## src/rtl/sram_loader_pkg.sv

```systemverilog
// sram_loader_pkg
//   Shared types and helpers for the SRAM stream loader.
//   - state_t     : loader FSM states
//   - SUM_W       : checksum width (bytes are zero-extended and summed mod 2^SUM_W)
//   - word_count  : number of SRAM words covering a byte count
//   - lane_of     : byte lane a stream byte index lands in
package sram_loader_pkg;

    localparam int SUM_W = 32;

    typedef enum logic [2:0] {
        IDLE,
        LOAD,
        READ,
        DRAIN,
        CHECK
    } state_t;

    function automatic int unsigned word_count(input int unsigned len, input int unsigned nb_col);
        return (len + nb_col - 1) / nb_col;
    endfunction

    function automatic int unsigned lane_of(input int unsigned b, input int unsigned nb_col);
        return b % nb_col;
    endfunction

endpackage

```

## src/rtl/sram_rd_accum.sv

```systemverilog
// sram_rd_accum
//   Readback checksum accumulator. Each valid cycle adds the lanes of douta
//   whose byte index (word_idx*NB_COL + lane) falls inside the job length;
//   lanes past the end of the job belong to data we did not write and are
//   ignored.
// Ports
//   clka, rsta  : clock, async active-high reset
//   clear       : zero the accumulator (job start); wins over valid
//   valid       : douta holds the word for word_idx this cycle
//   word_idx    : index of the word being captured, relative to base
//   byte_len    : job length in bytes
//   douta       : SRAM read data
//   rd_sum      : running checksum of the in-range readback bytes
module sram_rd_accum
    import sram_loader_pkg::*;
#(
    parameter int NB_COL    = 4,
    parameter int COL_WIDTH = 8,
    parameter int LEN_WIDTH = 16
) (
    input  logic                        clka,
    input  logic                        rsta,
    input  logic                        clear,
    input  logic                        valid,
    input  logic [LEN_WIDTH:0]          word_idx,
    input  logic [LEN_WIDTH-1:0]        byte_len,
    input  logic [NB_COL*COL_WIDTH-1:0] douta,
    output logic [SUM_W-1:0]            rd_sum
);

    // Wide enough for word_idx*NB_COL + lane without wrapping.
    localparam int IDX_W = LEN_WIDTH + 3;

    logic [IDX_W-1:0] first_byte;
    logic [SUM_W-1:0] lane_sum;

    assign first_byte = IDX_W'(word_idx) * IDX_W'(NB_COL);

    always_comb begin
        lane_sum = '0;
        for (int lane = 0; lane < NB_COL; lane++) begin
            if ((first_byte + IDX_W'(lane)) < IDX_W'(byte_len)) begin
                lane_sum = lane_sum + SUM_W'(douta[lane*COL_WIDTH +: COL_WIDTH]);
            end
        end
    end

    always_ff @(posedge clka or posedge rsta) begin
        if (rsta) begin
            rd_sum <= '0;
        end else if (clear) begin
            rd_sum <= '0;
        end else if (valid) begin
            rd_sum <= rd_sum + lane_sum;
        end
    end

endmodule

```

## src/rtl/sram_stream_loader.sv

```systemverilog
// sram_stream_loader
//   Streams bytes into a byte-write SRAM one lane at a time starting at a word
//   base address, then reads the region back and compares a byte checksum of
//   the readback against the checksum of the streamed data.
//
//   state | meaning
//   ------+----------------------------------------------------------
//   IDLE  | waiting for start; done pulses here for one cycle
//   LOAD  | s_ready=1, each accepted byte is written to its lane
//   READ  | one read per covered word, base+k, k=0..W-1
//   DRAIN | no access; capture of the last read word
//   CHECK | compare checksums, publish sum/error, raise done
//
// Ports
//   clka, rsta          : clock (shared with SRAM), async active-high reset
//   start               : job request, sampled in IDLE with base_addr/byte_len
//   s_data/s_valid      : byte stream in; s_ready high only in LOAD
//   busy                : high whenever not IDLE
//   done                : one-cycle end-of-job pulse
//   error, sum          : checksum mismatch and streamed checksum, held until next start
//   addra/dina/wea/ena  : SRAM A-port drive
//   douta               : SRAM read data, one cycle after an enabled read
module sram_stream_loader
    import sram_loader_pkg::*;
#(
    parameter int NB_COL     = 4,
    parameter int COL_WIDTH  = 8,
    parameter int ADDR_WIDTH = 13,
    parameter int LEN_WIDTH  = 16
) (
    input  logic                        clka,
    input  logic                        rsta,
    input  logic                        start,
    input  logic [ADDR_WIDTH-1:0]       base_addr,
    input  logic [LEN_WIDTH-1:0]        byte_len,
    input  logic [COL_WIDTH-1:0]        s_data,
    input  logic                        s_valid,
    output logic                        s_ready,
    output logic                        busy,
    output logic                        done,
    output logic                        error,
    output logic [SUM_W-1:0]            sum,
    output logic [ADDR_WIDTH-1:0]       addra,
    output logic [NB_COL*COL_WIDTH-1:0] dina,
    output logic [NB_COL-1:0]           wea,
    output logic                        ena,
    input  logic [NB_COL*COL_WIDTH-1:0] douta
);

    // Word counts need one bit more than the byte length.
    localparam int WC_W = LEN_WIDTH + 1;

    state_t                state;
    state_t                state_nx;
    logic [ADDR_WIDTH-1:0] base_r;
    logic [LEN_WIDTH-1:0]  len_r;
    logic [LEN_WIDTH-1:0]  byte_cnt;
    logic [WC_W-1:0]       rd_k;
    logic [WC_W-1:0]       words_left;
    logic [WC_W-1:0]       rd_k_q;
    logic                  rd_pend;
    logic [SUM_W-1:0]      wr_sum;
    logic [SUM_W-1:0]      rd_sum;
    logic                  job_start;
    logic                  hs;

    assign job_start = (state == IDLE) && start;
    assign hs        = (state == LOAD) && s_valid;
    assign busy      = (state != IDLE);

    always_ff @(posedge clka or posedge rsta) begin
        if (rsta) begin
            state <= IDLE;
        end else begin
            state <= state_nx;
        end
    end

    always_comb begin
        state_nx = state;
        s_ready  = 1'b0;
        ena      = 1'b0;
        wea      = '0;
        addra    = '0;
        dina     = '0;
        case (state)
            IDLE: begin
                if (start) begin
                    state_nx = (byte_len == '0) ? CHECK : LOAD;
                end
            end
            LOAD: begin
                s_ready = 1'b1;
                if (s_valid) begin
                    ena   = 1'b1;
                    addra = base_r + ADDR_WIDTH'(byte_cnt / LEN_WIDTH'(NB_COL));
                    wea   = NB_COL'(1) << lane_of(32'(byte_cnt), NB_COL);
                    dina  = {NB_COL{s_data}};
                    if (byte_cnt == len_r - LEN_WIDTH'(1)) begin
                        state_nx = READ;
                    end
                end
            end
            READ: begin
                // Write-first SRAM: reading the word just written is safe.
                ena   = 1'b1;
                addra = base_r + ADDR_WIDTH'(rd_k);
                if (words_left == WC_W'(1)) begin
                    state_nx = DRAIN;
                end
            end
            DRAIN: begin
                state_nx = CHECK;
            end
            CHECK: begin
                state_nx = IDLE;
            end
            default: begin
                state_nx = IDLE;
            end
        endcase
    end

    always_ff @(posedge clka or posedge rsta) begin
        if (rsta) begin
            base_r     <= '0;
            len_r      <= '0;
            byte_cnt   <= '0;
            rd_k       <= '0;
            words_left <= '0;
            rd_k_q     <= '0;
            rd_pend    <= 1'b0;
            wr_sum     <= '0;
            sum        <= '0;
            error      <= 1'b0;
            done       <= 1'b0;
        end else begin
            done    <= 1'b0;
            // Read data comes back one cycle later; remember which word it is.
            rd_pend <= (state == READ);
            rd_k_q  <= rd_k;
            if (job_start) begin
                base_r     <= base_addr;
                len_r      <= byte_len;
                byte_cnt   <= '0;
                rd_k       <= '0;
                words_left <= WC_W'(word_count(32'(byte_len), NB_COL));
                wr_sum     <= '0;
                sum        <= '0;
                error      <= 1'b0;
            end
            if (hs) begin
                byte_cnt <= byte_cnt + LEN_WIDTH'(1);
                wr_sum   <= wr_sum + SUM_W'(s_data);
            end
            if (state == READ) begin
                rd_k       <= rd_k + WC_W'(1);
                words_left <= words_left - WC_W'(1);
            end
            if (state == CHECK) begin
                error <= (rd_sum != wr_sum);
                sum   <= wr_sum;
                done  <= 1'b1;
            end
        end
    end

    sram_rd_accum #(
        .NB_COL    (NB_COL),
        .COL_WIDTH (COL_WIDTH),
        .LEN_WIDTH (LEN_WIDTH)
    ) u_rd_accum (
        .clka     (clka),
        .rsta     (rsta),
        .clear    (job_start),
        .valid    (rd_pend),
        .word_idx (rd_k_q),
        .byte_len (len_r),
        .douta    (douta),
        .rd_sum   (rd_sum)
    );

endmodule

```

## config.mk

```make
export PLATFORM = sky130hd
export DESIGN_NAME = sram_stream_loader
export DESIGN_NICKNAME = d
export VERILOG_FILES = /design/src/rtl/sram_loader_pkg.sv /design/src/rtl/sram_rd_accum.sv /design/src/rtl/sram_stream_loader.sv
export SDC_FILE = /design/constraint.sdc
export NUM_CORES = 1
export LEC_CHECK = 0
export ABC_AREA = 1
export CAP_MARGIN = 5
export CORE_ASPECT_RATIO = 1.2
export CORE_MARGIN = 8
export CORE_UTILIZATION = 52
export CTS_CLUSTER_DIAMETER = 60
export CTS_CLUSTER_SIZE = 14
export DETAILED_ROUTE_END_ITERATION = 6
export PLACE_DENSITY = 0.78
export SLEW_MARGIN = 20
export SYNTH_ARGS = -nofsm -noshare
export SYNTH_HDL_FRONTEND = slang
export SYNTH_SLANG_ARGS = --single-unit
```

## constraint.sdc

```tcl
create_clock -name clka -period 6.59 [get_ports clka]
set_clock_uncertainty 0.2 [all_clocks]
set_input_delay 0.659 -clock clka [delete_from_list [all_inputs] [get_ports clka]]
set_output_delay 0.659 -clock clka [all_outputs]
set_load 0.05 [all_outputs]
```

==> run summary, run 1 <==
The commonest cells after synthesis are sky130_fd_sc_hd__nand2_1 (431), sky130_fd_sc_hd__inv_1 (240), sky130_fd_sc_hd__dfrtp_1 (198). The combined buffer and inverter count along the critical path came out at 12. Across the run, the number of max-cap violations was 0. The per-cell routed wire length came out at 18.3 um. The clock insertion delay at the later pin of the skew report is 440 ps. The final wirelength is 44.9 mm. The worst endpoint data arrival time is 6860 ps.

The commonest register cell after synthesis is sky130_fd_sc_hd__dfrtp_1. The final non-filler cell total is 2,461. The cell family contributing the most delay on the critical path is simple AND/OR/NAND/NOR gates. The post-route fraction of the period consumed by the critical path came out at 102%. In this run the remaining antenna-violating nets after routing total 0. During I/O placement, the number of pins put on the boundary was 159. The multi-input combinational cells in the finished layout cover a total of 8300 sq um. The filler cell count is 2,133. Summing internal, switching and leakage power gives 2.86 mW.

The H-tree depth reported by CTS came out at 4. The die footprint is 32,300 sq um. The TritonCTS sink count is 198. The count of cell types in the netlist came out at 64. The area growth from synthesis to layout is 28.9%. The horizontal extent of the die is 166 um. The worst setup path is captured at a register. The average cell area after synthesis came out at 7.51 sq um. The yosys synthesis warning count is 0. The remaining routing DRC violations is 0. The cell with the largest stage delay on the worst path is sky130_fd_sc_hd__dfrtp_1.

The finished layout cell area is 18,000 sq um. The clock slew at the register clock pins of the worst setup and hold paths came out at 80 ps. In the routed layout, each cell is associated on average with a via count of 5.67. The worst-margin pin slew came out at 1010 ps.

The worst-case IR drop observed on VDD is 0.000137 V. The maximum clock frequency came out at 148 MHz. The register area is 4950 sq um.

The core occupancy in the finished layout came out at 68.2%. The number of max-slew violations in the final report is 0. The number of buffer cells added on primary ports is 158. The number of hold violations in the final report is 0. The first-iteration detailed-routing DRC count is 1,224. The routability-driven placement congestion ratio is 0.927. Among all cell types in the netlist, the one instantiated most often is sky130_fd_sc_hd__nand2_1. The run finished, with violations left. The minimum clock period after layout is 6740 ps. The share of flip-flops with an asynchronous set or reset after synthesis came out at 100%. The buffer cell driving the clock tree root is sky130_fd_sc_hd__clkbuf_16. Once the floorplan was initialized, standard cells occupied 52.9% of the core.

The overall fraction of global-route tracks in use is 27.2%. The maximum count of clock buffers along a single path came out at 2. In the post-route analysis, the smallest setup slack over all paths is -146 ps. The worst setup path is launched from a register. The count of flip-flops with a built-in enable after synthesis is 0. The CTS tree is built. The total nets after synthesis is 2,026. The number of optimization iterations in the first detailed-route pass is 5.

The critical path is of the reg2reg type. The routed length on met2 is 22.9 mm. The pin count of the biggest net entering global routing came out at 86.

The area share of the largest cell type after synthesis is 35.5%. The detailed-route wire length on metal 1 came out at 17.0 mm. The final reports fail on setup timing. Setup repair after global routing could not meet its margin everywhere. The final hold slack came out at 203 ps. Signal routing reaches up to met5.

The row count came out at 65. The floorplan core area came out at 26,400 sq um. The largest total area in the synthesized netlist belongs to sky130_fd_sc_hd__dfrtp_1. The number of antenna diodes in the final layout is 0. Along the worst path, the maximum fanout reaches 4. The number of instances in the synthesized netlist is 1,856. The post-synth design cell area came out at 13,900 sq um. The register-to-register setup slack is -150 ps.

The count of final setup violators is 15. Detailed placement ended at an HPWL of 32.4 mm. The total overflow left after global routing is 0.

The critical path data required time came out at 6720 ps. Cells with a size suffix above 1 make up 17.2% of the layout. The leakage power of the design came out at 8.44 nW. The areal power density over the cells is 159 nW/um^2. The met3 wire length came out at 2.46 mm. The number of global-route vias before repair was 14,100. The dominant cell type by count on the critical path is sky130_fd_sc_hd__nand2_2. The wire length of the first global-routing pass is 70.4 mm. The initial antenna violation count is 1.

The number of vias in the routed layout came out at 14,000. The instance count after placement with tap cells included came out at 2,384. In this run, synthesis produced a sequential element count of 198. The vertical die dimension came out at 195 um. The sequential area share after synthesis came out at 35.5%. The cell area reported after detailed placement is 16,400 sq um. The class of the most critical hold timing path is reg2reg. The clock buffer count from CTS came out at 17.

Headroom to the max-slew limit came out at 32.4%. Ranked by total cell area, the synthesized netlist is headed by sky130_fd_sc_hd__dfrtp_1 (36%), sky130_fd_sc_hd__nand2_1 (12%), sky130_fd_sc_hd__ha_1 (8.1%). The final layout net count is 2,283. The worst stage delay on the critical path came out at 370 ps.
==> state kept, by name, indices dropped and copies added (netlist names) <==
register / cells
words_left: 17
rd_pend: 1
len_r: 16
done: 1
error: 1
sum: 32
state: 3
wr_sum: 32
rd_k: 17
base_r: 13
byte_cnt: 16
rd_k_q: 17
u_rd_accum.rd_sum: 32
==> routing by layer <==
| metal | track usage [%] | up-vias |
|---|---|---|
| met4 | 14.0 | 2 |
| met2 | 48.6 | 524 |
| li1 | - | 6634 |
| met5 | 0 | - |
| met1 | 30.3 | 6645 |
| met3 | 4.31 | 157 |
==> path summary, 6_finish.rpt <==
path,start,end,depth (start not counted)
min,rd_k[15],rd_k_q[15],0
min reg2reg,rd_k[15],rd_k_q[15],0
max,len_r[6],u_rd_accum.rd_sum[22],51
max reg2reg,len_r[6],u_rd_accum.rd_sum[22],51
min in group asynchronous,rsta,byte_cnt[1],2
max in group asynchronous,rsta,wr_sum[16],3
==> placed cells by master, fill, tap and decap left out, types with 29 or more instances in the layout <==
master,Yosys,layout
sky130_fd_sc_hd__xor2_1,45,43
sky130_fd_sc_hd__buf_4,24,140
sky130_fd_sc_hd__nand3_1,75,70
sky130_fd_sc_hd__nand4_1,34,34
sky130_fd_sc_hd__nor3_1,31,29
sky130_fd_sc_hd__inv_1,240,221
sky130_fd_sc_hd__dfrtp_1,198,198
sky130_fd_sc_hd__nand2_1,431,408
sky130_fd_sc_hd__xnor2_1,40,40
sky130_fd_sc_hd__o21ai_0,141,125
sky130_fd_sc_hd__nor2_1,132,125
sky130_fd_sc_hd__inv_2,13,29
sky130_fd_sc_hd__a21oi_1,103,87
sky130_fd_sc_hd__clkdlybuf4s50_1,0,158
sky130_fd_sc_hd__ha_1,90,71
==> cell families after synthesis <==
| logic type | Yosys count | synth area share (%) |
|---|---|---|
| buffers and inverters | 323 | 9.42 |
| DFF | 198 | 35.5 |
| adders and majority gates | 97 | 9.08 |
| xor gates and xnor gates | 85 | 5.34 |
| AOI/OAI and AO/OA | 360 | 15.1 |
| muxes | 5 | 0.368 |
| and+or+nand+nor | 788 | 25.2 |
==> metrics by stage <==
stage / setup TNS [ps] / worst slack [ps]
3_3_place_gp: -2960 / -268
3_5_place_dp: -7120 / -439
2_1_floorplan: 0 / 42.2
5_1_grt: -8130 / -495
4_1_cts: 0 / 7.49
6_report: -1080 / -146
==> where the power goes <==
| group | internal, mW | total, mW | leakage, nW | switching [mW] |
|---|---|---|---|---|
| sequential | 1.26 | 1.30 | 2.40 | 0.0446 |
| clock | 0.655 | 1.15 | 0.300 | 0.500 |
| combinational | 0.179 | 0.408 | 5.74 | 0.229 |
| total | 2.09 | 2.86 | 8.44 | 0.774 |
==> cell type report <==
cell class                      instances  area share [%]
Multi-Input combinational cell       1335            46.1
Sequential cell                       198            27.6
Timing Repair Buffer                  303            15.0
Inverter                              258            5.46
Clock buffer                           20            2.48
Tap cell                              335            2.33
Clock inverter                         12            1.05
==> repair_timing <==
item,4_1_cts,5_1_grt
setup buffers,23,23
setup endpoints to repair,23,23
pin swaps,47,69
gates resized for setup,66,85
hold buffers,0,0
Power figures use the tool's default switching activity.
==> inputs of run 2 (changes only) <==
--- a/config.mk
+++ b/config.mk
@@ -7,7 +7,6 @@
 export LEC_CHECK = 0
 export ABC_AREA = 1
 export CAP_MARGIN = 5
-export CORE_ASPECT_RATIO = 1.2
 export CORE_MARGIN = 8
 export CORE_UTILIZATION = 52
 export CTS_CLUSTER_DIAMETER = 60
==> run 2 against run 1 <==
The flow still finishes with violations (setup timing). Combinational power about the same. Critical path depth down 2. Clock power down 6%. Critical path type unchanged. Critical endpoint is now u_rd_accum.rd_sum[23].
==> run summary, run 2 (synthesis results as in run 1) <==
The run finished, with violations left. The checks that failed: setup timing. The clock insertion delay at the later pin of the skew report was 440 ps (about the same). The worst slack at placement is -490 ps (-51.0 ps). The final-layout setup total negative slack is -1040 ps (+37.1 ps). The leakage power of the design is 8.35 nW (-1.1%).

The total area of multi-input combinational cells is 8280 sq um (-0.21%). The number of buffer cells added on primary ports is 158 (unchanged). The final layout net count came out at 2,274 (-0.39%). The final wirelength was 42.7 mm (-5.0%). The fraction of layout cells with a size suffix above 1 is 17.5% (+0.26 points). The final hold slack came out at 184 ps (-18.9 ps). The horizontal extent of the die is 180 um (+8.6%).

The H-tree depth reported by CTS was 4 (unchanged). The max capacitance violation total came out at 0 (unchanged). The worst hold path belongs to the class reg2reg. The remaining routing DRC violations came to 0 (unchanged). The clock network power share is 38.8% (-1.5 points). The worst-margin pin slew is 917 ps (-94.1 ps). In the layout the commonest cells are sky130_fd_sc_hd__nand2_1 (404), sky130_fd_sc_hd__inv_1 (216), sky130_fd_sc_hd__dfrtp_1 (198). The TritonCTS sink count was 198 (unchanged). The number of global-route vias before repair is 13,900 (-1.9%). The number of max-slew violations in the final report is 0 (unchanged).

The wire length of the first global-routing pass came out at 69.4 mm (-1.5%). The cell internal power dissipation came out at 1.99 mW (-5.0%). The sum of overflow across all layers after global routing is 0 (unchanged).

The launching element type of the critical path is a register. The maximum clock frequency came out at 148 MHz (-0.50%). The clock slew at the register clock pins of the worst setup and hold paths was 80 ps (about the same).

The headroom to the max-slew limit is 38.7% (+6.2 points). By startpoint and endpoint, the worst setup path is classified as reg2reg. The number of routed nets with antenna violations is 0 (unchanged). The worst setup path is captured at a register.

The buffer cell driving the clock tree root is sky130_fd_sc_hd__clkbuf_16. The maximum VDD drop is 0.000154 V (+13%). The number of hold violations in the final report is 0 (unchanged). The row count is 60 (-7.7%). The per-cell routed wire length is 17.4 um (-4.9%). The average vias per placed instance came out at 5.64 (-0.54%).

The layout overhead on the synthesized area came out at 28.0%. The number of primary I/O pins was 159 (unchanged). The proportion of power drawn by flip-flops and latches is 46.7% (+1.3 points). The number of hold-repair buffers added at the cts stage is 0 (unchanged). The number of antenna repair diodes was 0 (unchanged). The number of optimization iterations in the first detailed-route pass came out at 5 (unchanged). The library cell used most frequently in the layout, excluding fill and tap cells, is sky130_fd_sc_hd__nand2_1. The placed wire-length estimate came out at 30.7 mm (-5.2%). The minimum clock period after layout came to 6770 ps (+34.1 ps). The CTS tree is built. The filler cell count is 2,105 (-1.3%). The number of vias in the routed layout was 13,900 (-0.66%). The most numerous cell type found on the critical path is sky130_fd_sc_hd__nand2_2. Setup repair after global routing could not meet its margin everywhere. The die footprint came out at 32,300 sq um (about the same). The critical path data required time came to 6750 ps (+30 ps).

The areal power density over the cells came to 156 nW/um^2 (-1.9%). The overall fraction of global-route tracks in use was 25.8% (-1.4 points). The worst setup margin is -180 ps (-34.1 ps). The total power of the final layout came out at 2.79 mW (-2.5%).

The floorplan core area came out at 26,700 sq um (+1.1%). The pin count of the biggest net entering global routing came out at 95 (+10%). The vertical die dimension came to 180 um (-8.0%). The fraction of power spent switching nets came to 28.9% (+1.9 points). The power spent charging and discharging nets is 0.806 mW (+4.2%). The post-route fraction of the period consumed by the critical path came out at 103% (+0.52 points). The initial standard-cell utilization of the core was 52.3% (-0.60 points). In the final layout, the registers with the most flip-flops are sum (32), u_rd_accum.rd_sum (32), wr_sum (32).

The combinational cell fraction of total power was 14.6% (+0.3 points). The worst stage delay on the critical path was 410 ps (+40 ps). The worst endpoint data arrival time came to 6930 ps (+70 ps). The initial antenna violation count is 0 (-1). The count of final setup violators came to 12 (-3).

The first-iteration detailed-routing DRC count came to 1,294 (+5.7%). The slowest stage of the critical path belongs to the cell sky130_fd_sc_hd__dfrtp_1. The maximum count of clock buffers along a single path was 2 (unchanged).

The biggest fanout along the worst timing path is 4 (unchanged). The clock buffer count from CTS came out at 17 (unchanged). The register area is 4950 sq um (unchanged). The routability-driven placement congestion ratio is 0.919 (-0.93%).
run 2: cell types whose count changed in the layout (fill, tap and decap cells not counted), moves of 3 or more:
cell                        previous run  this run
sky130_fd_sc_hd__a21oi_1              87        83
sky130_fd_sc_hd__nand2_1             408       404
sky130_fd_sc_hd__nand3_2               6        10
sky130_fd_sc_hd__inv_2                29        34
sky130_fd_sc_hd__a21oi_2              16        20
sky130_fd_sc_hd__buf_4               140       132
sky130_fd_sc_hd__inv_8                 2         6
sky130_fd_sc_hd__inv_1               221       216
sky130_fd_sc_hd__o21ai_4               4         1
sky130_fd_sc_hd__bufinv_16             4         1
run 2: final timing paths:
check | start | endpoint | slack, ps | cells after the start
setup / recovery | len_r[14] | u_rd_accum.rd_sum[23] | -180 | 49
hold / removal | rd_k[15] | rd_k_q[15] | 180 | 0
setup reg to reg | len_r[14] | u_rd_accum.rd_sum[23] | -180 | 49
hold reg to reg | rd_k[15] | rd_k_q[15] | 180 | 0
max in group asynchronous | rsta | sum[18] | 4450 | 3
min in group asynchronous | rsta | byte_cnt[2] | 490 | 2
run 2: layer usage:
metal | GRT usage [%] | routed length [um]
met1 | 32.0 | 17800
met2 | 44.8 | 21100
met3 | 4.23 | 2550
met4 | 9.50 | 1270
met5 | 0 | 0
run 2: what timing repair did:
| action | CTS | global route |
|---|---|---|
| resized for setup | 83 | 74 |
| endpoints found under the setup margin | 23 | 24 |
| pin swaps | 53 | 65 |
| buffers inserted | 31 | 17 |
| endpoints found under the hold margin | 0 | 0 |
run 2: power groups by stage:
stage / combinational, mW / sequential (mW) / clock (mW)
finish: 0.407 / 1.30 / 1.08
global route: 0.452 / 1.31 / 1.14
CTS: 0.392 / 1.30 / 1.09
detailed placement: 0.372 / 1.32 / 0
global placement: 0.361 / 1.32 / 0
floorplan: 0.233 / 1.32 / 0
run 2: area by class of cell:
class | count | share of cell area (%)
well taps | 341 | 2.39
flip-flops and latches | 198 | 27.7
multi-input cells | 1335 | 46.4
repair buffers | 294 | 14.7
clock buffers | 18 | 2.46
clock inverters | 14 | 0.883
inverters | 258 | 5.50
run 2: critical path: cells and delay by family, from the launching register on:
family / cells / cell delay (ps)
compound gates: 12 / 1750
buf+inv: 10 / 890
fa+ha+maj: 5 / 1170
xor+xnor: 2 / 370
flops: 1 / 410
simple gates: 20 / 1910
run 2: stage by stage:
step                      cells  utilization [%]  area (sq um)
after floorplan            1856                -         13900
after global placement     2378             61.1         16300
after detailed placement   2378             61.1         16300
after CTS                  2441             65.5         17500
after global routing       2458             67.0         17900
final                      2458             67.0         17900
==> inputs of run 3 (changes only) <==
--- a/config.mk
+++ b/config.mk
@@ -12,6 +12,7 @@
 export CTS_CLUSTER_DIAMETER = 60
 export CTS_CLUSTER_SIZE = 14
 export DETAILED_ROUTE_END_ITERATION = 6
+export GPL_ROUTABILITY_DRIVEN = 0
 export PLACE_DENSITY = 0.78
 export SLEW_MARGIN = 20
 export SYNTH_ARGS = -nofsm -noshare
==> constraint.sdc (replaced) <==
create_clock -name clka -period 6.59 [get_ports clka]
set_clock_uncertainty 0.2 [all_clocks]
set_input_delay 0.659 -clock clka [delete_from_list [all_inputs] [get_ports clka]]
set_output_delay 0.659 -clock clka [all_outputs]
set_load 0.1 [all_outputs]
==> run 3 against run 2 <==
The flow still finishes with violations (setup timing). Cell count is 0.12% higher. Non-clock buffer count increased by 3. Count of clock-buffer cells in the layout decreased by 1. Power up 1.3%. Design area about the same. Fmax is 0.34% lower. Wire length is 0.50% lower. Critical endpoint is now u_rd_accum.rd_sum[24]. Sequential share of layout area barely moved. Global-route usage down 0.70 points. Critical path type unchanged. Combinational power increased by 3%. Worst hold slack better by 11 ps. Largest cell class unchanged.
==> run summary, run 3 (synthesis results as in run 1) <==
The instance count after placement with tap cells included is 2,381 (+0.13%). Setup repair after global routing could not meet its margin everywhere. The worst register-to-register path ends at u_rd_accum.rd_sum[24]. The critical path data required time is 6720 ps (-30 ps).

The worst setup margin came out at -203 ps (-22.8 ps). The sum of overflow across all layers after global routing is 0 (unchanged). The number of vias in the routed layout is 13,900 (+0.45%). The number of optimization iterations in the first detailed-route pass is 6 (+1). The initial antenna violation count is 0 (unchanged). The worst-margin pin slew is 1030 ps (+112 ps). The maximum count of clock buffers along a single path was 2 (unchanged).

The number of routed nets with antenna violations is 0 (unchanged). The horizontal extent of the die was 180 um (unchanged). The die footprint was 32,300 sq um (unchanged). The total area of multi-input combinational cells came to 8260 sq um (-0.21%). The final-layout setup total negative slack came out at -1630 ps (-588 ps). The headroom to the max-slew limit is 31.2% (-7.5 points). The flow ran to the end, but the final reports show violations. The TritonCTS sink count is 198 (unchanged). The tightest min-delay check is of the reg2reg type. The floorplan core area came out at 26,700 sq um (unchanged).

The maximum clock frequency came to 147 MHz (-0.34%). The layout overhead on the synthesized area is 28.1% (about the same). The post-route fraction of the period consumed by the critical path is 103% (+0.35 points). The finished layout cell area came out at 17,900 sq um (about the same). The wire length of the first global-routing pass was 67.5 mm (-2.7%).

The number of primary I/O pins came out at 159 (unchanged). The kind of capture point of the worst setup path is a register. The clock slew at the register clock pins of the worst setup and hold paths came to 70 ps (about the same). The number of hold-repair buffers added at the cts stage is 0 (unchanged).

TritonCTS built the clock tree. The minimum clock period after layout was 6790 ps (+22.8 ps). The final wirelength is 42.5 mm (-0.50%). In the final layout, the registers with the most flip-flops are sum (32), u_rd_accum.rd_sum (32), wr_sum (32). The endpoint with the worst hold slack is rd_k_q[15].

The maximum VDD drop is 0.000180 V (+16%). The final non-filler cell total came out at 2,461 (+0.12%). The worst setup path is launched from a register. The leakage power of the design is 8.42 nW (+0.81%). The remaining routing DRC violations came to 0 (unchanged). The row count came out at 60 (unchanged). The number of cells traversed by the worst register-to-register path is 45 (-8.2%). The number of global-route vias before repair is 13,600 (-2.2%). The checks that failed: setup timing.

The tree is rooted in a sky130_fd_sc_hd__clkbuf_16. In this run the critical register-to-register path is launched from len_r[10]. The worst stage delay on the critical path came to 360 ps (-50 ps). The areal power density over the cells came out at 158 nW/um^2 (+1.2%). Among the stages of the critical path, the cell type that occurs most often is sky130_fd_sc_hd__nand2_1. The cell area reported after detailed placement is 16,300 sq um (+0.14%). The worst endpoint data arrival time is 6920 ps (about the same). For this design, the slowest cell found on the critical path is sky130_fd_sc_hd__dfrtp_1. The placed wire-length estimate came to 30.5 mm (-0.66%). The clock insertion delay at the later pin of the skew report came to 450 ps (about the same). The filler cell count is 2,096 (-0.43%). The overall fraction of global-route tracks in use was 25.1% (-0.70 points). The number of max-slew violations in the final report is 0 (unchanged).

The register area is 4950 sq um (unchanged). The clock buffer count from CTS is 17 (unchanged). The max capacitance violation total came to 0 (unchanged). The pin count of the biggest net entering global routing came out at 88 (-7.4%). The number of hold violations in the final report came out at 0 (unchanged). In this run the most critical hold path is launched from rd_k[15]. The per-cell routed wire length came to 17.3 um (-0.62%). The register-to-register setup slack was -200 ps (-20 ps). The H-tree depth reported by CTS was 4 (unchanged).

The count of cells along the worst hold path is 0 (unchanged). The library cell used most frequently in the layout, excluding fill and tap cells, is sky130_fd_sc_hd__nand2_1. The setup path with the least slack is of type reg2reg. The number of buffer cells added on primary ports came to 158 (unchanged). The count of final setup violators is 18 (+6).

The fraction of layout cells with a size suffix above 1 came out at 16.7% (-0.78 points). The vertical die dimension came out at 180 um (unchanged). The biggest fanout along the worst timing path is 6 (+2). The top cell types in the final layout, fill and taps aside, are sky130_fd_sc_hd__nand2_1 (411), sky130_fd_sc_hd__inv_1 (225), sky130_fd_sc_hd__dfrtp_1 (198).

The number of antenna repair diodes was 0 (unchanged). The average vias per placed instance came out at 5.66 (+0.32%). The initial standard-cell utilization of the core is 52.3% (unchanged). The final layout net count is 2,277 (+0.13%). The first-iteration detailed-routing DRC count is 1,142 (-12%).
==> run 3: metal layers <==
metal	GRT usage, %	share of wire [%]	routed length, um
met1	31.3	41	17600
met4	8.30	3.3	1390
met3	4.17	6.7	2860
met5	0	0	0
met2	43.8	49	20600
==> run 3: area by class of cell <==
class,instances,area share (%)
inverter,258,5.51
timing repair buffer,297,14.8
clock inverter,15,1.02
multi-input combinational,1335,46.2
tap,341,2.39
sequential,198,27.7
clock buffer,17,2.38
==> run 3: how the worst max path moves through the flow <==
stage               startpoint               endpoint  slack [ps]  depth (start not counted)
finish               len_r[10]  u_rd_accum.rd_sum[24]        -200                         45
global route         len_r[10]  u_rd_accum.rd_sum[24]        -570                         47
CTS                  len_r[12]  u_rd_accum.rd_sum[23]           3                         47
detailed placement    len_r[9]  u_rd_accum.rd_sum[23]        -510                         47
global placement     len_r[14]  u_rd_accum.rd_sum[23]        -210                         47
floorplan            len_r[13]  u_rd_accum.rd_sum[23]          40                         46
==> run 3: through the flow <==
stage	setup WS [ps]	util (%)	hold WS (ps)	power, mW
2_1_floorplan	42.2	-	154	1.57
3_3_place_gp	-211	61.2	161	1.70
3_5_place_dp	-512	61.2	180	1.72
4_1_cts	3.49	64.9	194	2.81
5_1_grt	-568	67.1	207	2.93
6_report	-203	67.1	195	2.83
==> run 3: what timing repair did <==
item / 4_1_cts / 5_1_grt
setup endpoints to repair: 23 / 24
pin swaps: 40 / 72
setup buffers: 20 / 28
gates resized for setup: 52 / 90
cloned: 0 / 0
==> run 3: power breakdown <==
part	total (mW)	leakage (nW)	switching, mW	internal (mW)
logic	0.420	5.72	0.245	0.175
registers	1.30	2.40	0.0450	1.26
clock network	1.11	0.299	0.529	0.579
==> run 3: worst max-delay path, delay by kind of cell (launching register included) <==
family | cells | cell delay [ps]
AO/OA/AOI/OAI | 7 | 730
XOR/XNOR | 1 | 230
adder cells (fa/ha/maj) | 6 | 1630
buffers and inverters | 8 | 560
flip-flops | 1 | 360
AND/OR/NAND/NOR | 23 | 2970
